==> src/rtl/ex_hazard_ctrl.sv <==
// EX-stage hazard controller: operand forwarding, load-use stall and mult/div sequencing.
// Optional STALL_COUNT_EN adds a free-running count of PC-hold cycles.
module ex_hazard_ctrl #(
  parameter int MUL_LATENCY = 4
) (
  input  logic       clk,
  input  logic       reset,
  input  logic [4:0] IFtoID_Rs,
  input  logic [4:0] IFtoID_Rt,
  input  logic [4:0] IDtoEX_Rs,
  input  logic [4:0] IDtoEX_Rt,
  input  logic       IDtoEX_MemRead,
  input  logic [4:0] IDtoEX_RegDest,
  input  logic       EX_MulStart,
  input  logic       EXtoMEM_RegWrite,
  input  logic [4:0] EXtoMEM_RegDest,
  input  logic       WB_RegWrite,
  input  logic [4:0] WB_RegDest,
  output logic [1:0] ForwardA,
  output logic [1:0] ForwardB,
  output logic       PCWrite,
  output logic       IFID_Write,
  output logic       IDEX_Write,
  output logic       IDEX_Flush,
  output logic       EXMEM_Bubble,
  output logic       MulLaunch,
`ifdef STALL_COUNT_EN
  output logic       MulDone,
  output logic [31:0] StallCycles
`else
  output logic       MulDone
`endif
);

  typedef enum logic {IDLE, BUSY} state_t;

  state_t     state;
  logic [3:0] cnt;
  logic       launch;
  logic       mul_stall;
  logic       mul_done;
  logic       load_use;

  // MEM beats WB so the youngest producer wins; $0 is hardwired and never forwarded.
  function automatic logic [1:0] fwd_sel(input logic [4:0] src,
                                         input logic       mem_we,
                                         input logic [4:0] mem_rd,
                                         input logic       wb_we,
                                         input logic [4:0] wb_rd);
    if (mem_we && mem_rd != 5'd0 && mem_rd == src) return 2'b10;
    if (wb_we && wb_rd != 5'd0 && wb_rd == src)     return 2'b01;
    return 2'b00;
  endfunction

  always_comb begin
    launch    = (state == IDLE) && EX_MulStart;
    mul_stall = (launch && MUL_LATENCY > 1) || (state == BUSY && cnt > 4'd1);
    mul_done  = (launch && MUL_LATENCY == 1) || (state == BUSY && cnt == 4'd1);
    load_use  = IDtoEX_MemRead && IDtoEX_RegDest != 5'd0 &&
                (IDtoEX_RegDest == IFtoID_Rs || IDtoEX_RegDest == IFtoID_Rt);
  end

  // A held mult owns ID/EX, so a pending load-use flush waits for MulDone.
  always_comb begin
    ForwardA     = 2'b00;
    ForwardB     = 2'b00;
    PCWrite      = 1'b1;
    IFID_Write   = 1'b1;
    IDEX_Write   = 1'b1;
    IDEX_Flush   = 1'b0;
    EXMEM_Bubble = 1'b0;
    MulLaunch    = 1'b0;
    MulDone      = 1'b0;
    if (!reset) begin
      ForwardA     = fwd_sel(IDtoEX_Rs, EXtoMEM_RegWrite, EXtoMEM_RegDest, WB_RegWrite, WB_RegDest);
      ForwardB     = fwd_sel(IDtoEX_Rt, EXtoMEM_RegWrite, EXtoMEM_RegDest, WB_RegWrite, WB_RegDest);
      PCWrite      = !(mul_stall || load_use);
      IFID_Write   = !(mul_stall || load_use);
      IDEX_Write   = !mul_stall;
      IDEX_Flush   = load_use && !mul_stall;
      EXMEM_Bubble = mul_stall;
      MulLaunch    = launch;
      MulDone      = mul_done;
    end
  end

  always_ff @(posedge clk) begin
    if (reset) begin
      state <= IDLE;
      cnt   <= 4'd0;
    end else begin
      case (state)
        IDLE: begin
          if (EX_MulStart && MUL_LATENCY > 1) begin
            state <= BUSY;
            cnt   <= 4'(MUL_LATENCY - 1);
          end
        end
        BUSY: begin
          if (cnt > 4'd1) begin
            cnt <= cnt - 4'd1;
          end else begin
            state <= IDLE;
            cnt   <= 4'd0;
          end
        end
        default: begin
          state <= IDLE;
          cnt   <= 4'd0;
        end
      endcase
    end
  end

`ifdef STALL_COUNT_EN
  always_ff @(posedge clk) begin
    if (reset)         StallCycles <= 32'd0;
    else if (!PCWrite) StallCycles <= StallCycles + 32'd1;
  end
`endif

endmodule

==> config.mk <==
export PLATFORM = sky130hd
export DESIGN_NAME = ex_hazard_ctrl
export DESIGN_NICKNAME = d
export VERILOG_FILES = /design/src/rtl/ex_hazard_ctrl.sv
export SDC_FILE = /design/constraint.sdc
export NUM_CORES = 1
export LEC_CHECK = 0
export ABC_AREA = 1
export CAP_MARGIN = 25
export CORE_MARGIN = 1
export CORE_UTILIZATION = 38
export CTS_CLUSTER_DIAMETER = 100
export DETAILED_ROUTE_END_ITERATION = 12
export PLACE_DENSITY = 0.8
export REMOVE_ABC_BUFFERS = 1
export SLEW_MARGIN = 20
export SYNTH_ARGS = -nofsm -noshare
export SYNTH_HDL_FRONTEND = slang
export SYNTH_SLANG_ARGS = --single-unit
==> constraint.sdc <==
create_clock -name clk -period 1.85 [get_ports clk]
set_clock_uncertainty 0.05 [all_clocks]
set_input_delay 0.37 -clock clk [delete_from_list [all_inputs] [get_ports clk]]
set_output_delay 0.37 -clock clk [all_outputs]
set_load 0.005 [all_outputs]
==> results <==
- The number of standard cells after synthesis is 169.
- The start point of the critical path is cnt[0].
- Detailed routing inserted a total of 1269 vias.
- The checks that failed: setup timing.
- The largest single stage delay on the critical path is 0.38 ns.
- The number of hold buffers added after CTS was 0.
- Headroom to the max-slew limit came out at 0.859.
- The quantity of I/O buffers inserted on ports is 51.
- Summing internal, switching and leakage power gives 0.734 mW.
- The pin count of the biggest net entering global routing is 10.
- The number of global-route vias before repair is 1292.
- For this run, design rule violations remaining after detail routing come to 0.
- Setup repair after global routing could not meet its margin everywhere.
- The worst setup path is launched from a register.
- The net count of the finished layout is 285.
- The tree built by TritonCTS fans out to 5 sinks.
- The floorplan step defined a core boundary enclosing 2210 sq um.
- The library cell used most frequently in the layout, excluding fill and tap cells, is sky130_fd_sc_hd__nand2_1.
- Counting distinct cell types in the post-synthesis netlist gives 23.
- The number of antenna violations at the first check in global routing was 0.
- The first-pass GRT wire length is 5060 microns.
- The estimated wirelength of the detail-placed design is 2300 microns.
- The die covers 2560 sq um.
- The number of buffers created by CTS is 3.
- The critical hold path startpoint is cnt[0].
- The slew at the pin with the worst max-slew slack is 0.210 ns.
- The share of final-layout standard cells stronger than drive strength 1 is 0.315.
- The number of standard-cell rows in the floorplan is 17.
- The analysis attributes to cell leakage a power of 0.993 nW.
- Across the VDD grid, the largest voltage drop is 0.000335 V.
- The power per standard cell area is 440 nW/um^2.
- For this design the top-level I/O count stands at 52.
- The number of placed instances, taps included, is 260.
- Across the run, the number of max-cap violations was 0.
- In the layout the commonest cells are 55 x sky130_fd_sc_hd__nand2_1, 23 x sky130_fd_sc_hd__inv_1, 22 x sky130_fd_sc_hd__dlygate4sd2_1, 18 x sky130_fd_sc_hd__buf_4.
- Synthesis inferred 5 register bits.
- The TritonCTS clock tree is done.
- From left edge to right edge, the die measures 50.6 microns.
- The total of warnings raised by yosys is 0.
- In this run the critical register-to-register path is launched from cnt[0].
- CTS built an H-tree with a depth of 1.
- At the end of routability-driven placement, the weighted congestion stood at 0.892.
- At the end of the flow the core is filled with cells to 0.754.
- The area growth from synthesis to layout is 85.9%.
- Across every metal layer, demand over resource in global routing totals 0.261.
- The setup violation total in the final timing report is 4.
- The count of nets left with antenna violations once routing finished came out at 0.
- The worst register-to-register path has a setup slack of 0.52 ns.
- For this run, the register share of the synthesized area comes to 0.112.
- The repair_antennas step left the layout with diodes totalling 0.
- The termination of the worst setup path is PCWrite.
- The final max-slew violation count is 0.
- For this run, the top clock speed supported by timing is 516 MHz.
- The total detailed-routing wirelength is 3100 microns.
- Global routing finished with a remaining overflow of 0.
- The worst setup path is captured at a primary output.
- The detailed router's first-iteration violation count is 32.
- In this run the cell area of the synthesized design comes to 897 sq um.
- In this run the mean area of a mapped cell was 5.31 sq um.
- Of the available clock period, the critical path in the final layout requires 1.05.
- The shortest clock period the worst path allows after layout is 1.94 ns.
- The flow ran to the end, but the final reports show violations.
- The worst-case setup slack after placement is -0.577 ns.
- The aggregate negative setup slack is -0.208 ns.
- The finished layout holds 269 standard cells, fillers aside.
- On the critical path the largest part of the delay comes from flip-flops.
- The final worst setup slack is -0.0877 ns.
- The die is 50.6 microns tall.
- Walking the worst path, the cells encountered are inv_4 -> ha_4 -> o21ai_4 -> o21bai_4 -> nor2_4 -> buf_6 -> a21oi_4 -> buf_2.
- The depth of the critical timing path with buffers and inverters included is 8.
- The maximum fanout along the worst path is 4.
- The worst register-to-register path has a depth of 7.
- The critical path is of the reg2out type.
- The worst hold path belongs to the class reg2reg.
- At the worst endpoint, the arrival time is 1.52 ns.
- The slowest cell on the critical path is sky130_fd_sc_hd__dfxtp_4.
- The initial standard-cell utilization of the core is 0.406.
- The first-pass iteration count of the detailed router is 4.
- For the worst setup path, the data required time is 1.43 ns.
- The wire length per cell after detailed routing is 11.5 microns.
- The clock slew seen by the registers of the worst setup and hold paths is 0.05 ns.
- The tree is rooted in a sky130_fd_sc_hd__clkbuf_4.
- In the routed layout, each cell is associated on average with a via count of 4.72.
- Together, buffers and inverters on the worst path number 3.
- The number of hold-slack violations in the final timing report is 0.
- The worst register-to-register path ends at cnt[3].
- The clock reaches the later pin of the worst-skew pair after 0.25 ns.
- The maximum clock insertion buffer count is 2.
-- worst min-delay path by stage --
stage	endpoint	slack, ns	depth (start not counted)
finish	cnt[0]	0.53	3
CTS	cnt[0]	0.53	3
detailed placement	cnt[1]	0.55	3
floorplan	cnt[2]	0.38	1
global route	cnt[0]	0.56	3
global placement	cnt[0]	0.53	3
-- layout make-up --
cell class | count | area, sq um
tap | 28 | 35.0
sequential | 5 | 105
timing repair buffer | 70 | 606
inverter | 34 | 133
multi-input combinational | 128 | 763
clock buffer | 4 | 26.3
fill | 187 | 544
-- metrics by stage --
stage	area (sq um)	hold WS, ns
after floorplan	885	0.382
after global placement	1540	0.530
after detailed placement	1540	0.546
after CTS	1620	0.531
after global routing	1670	0.557
final	1670	0.530
-- power breakdown --
group	internal (mW)	total [mW]	leakage, nW	switching (mW)
sequential	0.125	0.144	0.0421	0.0194
clock	0.0821	0.136	0.0150	0.0536
combinational	0.240	0.454	0.936	0.214
-- registers in the layout, summed over array words and instances, names as in the netlist --
signal / flops
cnt: 4
state: 1
-- Yosys cell counts (all sizes together) --
master / number / area, sq um
inv: 34 / 128
ha: 2 / 25.0
o21bai: 1 / 18.8
xnor2: 12 / 105
and2: 1 / 8.76
buf: 2 / 12.5
nand3: 12 / 60.1
xor2: 3 / 26.3
dfxtp: 5 / 100
nor3: 4 / 20.0
nand4: 1 / 6.26
a21oi: 5 / 36.3
or2: 1 / 6.26
o21ai: 6 / 33.8
nand2: 58 / 218
nor2: 22 / 92.6
-- metal layers --
layer / track usage / vias up / routed length (microns)
met1: 0.266 / 556 / 1210
met4: 0.139 / 0 / 99
li1: - / 650 / -
met3: 0.0212 / 12 / 149
met2: 0.513 / 51 / 1640
met5: 0 / - / 0
-- cells by family (layout without fill, tap and decap cells) --
| kind of cell | count (synthesis) | count (layout) | share of synthesized area |
|---|---|---|---|
| simple gates | 99 | 99 | 0.459 |
| buf+inv | 36 | 108 | 0.156 |
| xor+xnor | 15 | 15 | 0.146 |
| compound gates | 12 | 12 | 0.0990 |
| flops | 5 | 5 | 0.112 |
| fa+ha+maj | 2 | 2 | 0.0279 |
-- tightest hold or removal path: cells and delay by family (launching register included) --
family,cells,cell delay [ns]
and+or+nand+nor,1,0.06
buffers and inverters,1,0.04
AOI/OAI and AO/OA,1,0.05
DFF,1,0.38
-- what timing repair did --
item                                    in CTS  in global routing
endpoints found under the setup margin      11                 10
pin swaps                                   18                 26
gates resized for setup                     82                 38
setup buffers                                4                  1
Power figures use the tool's default switching activity.
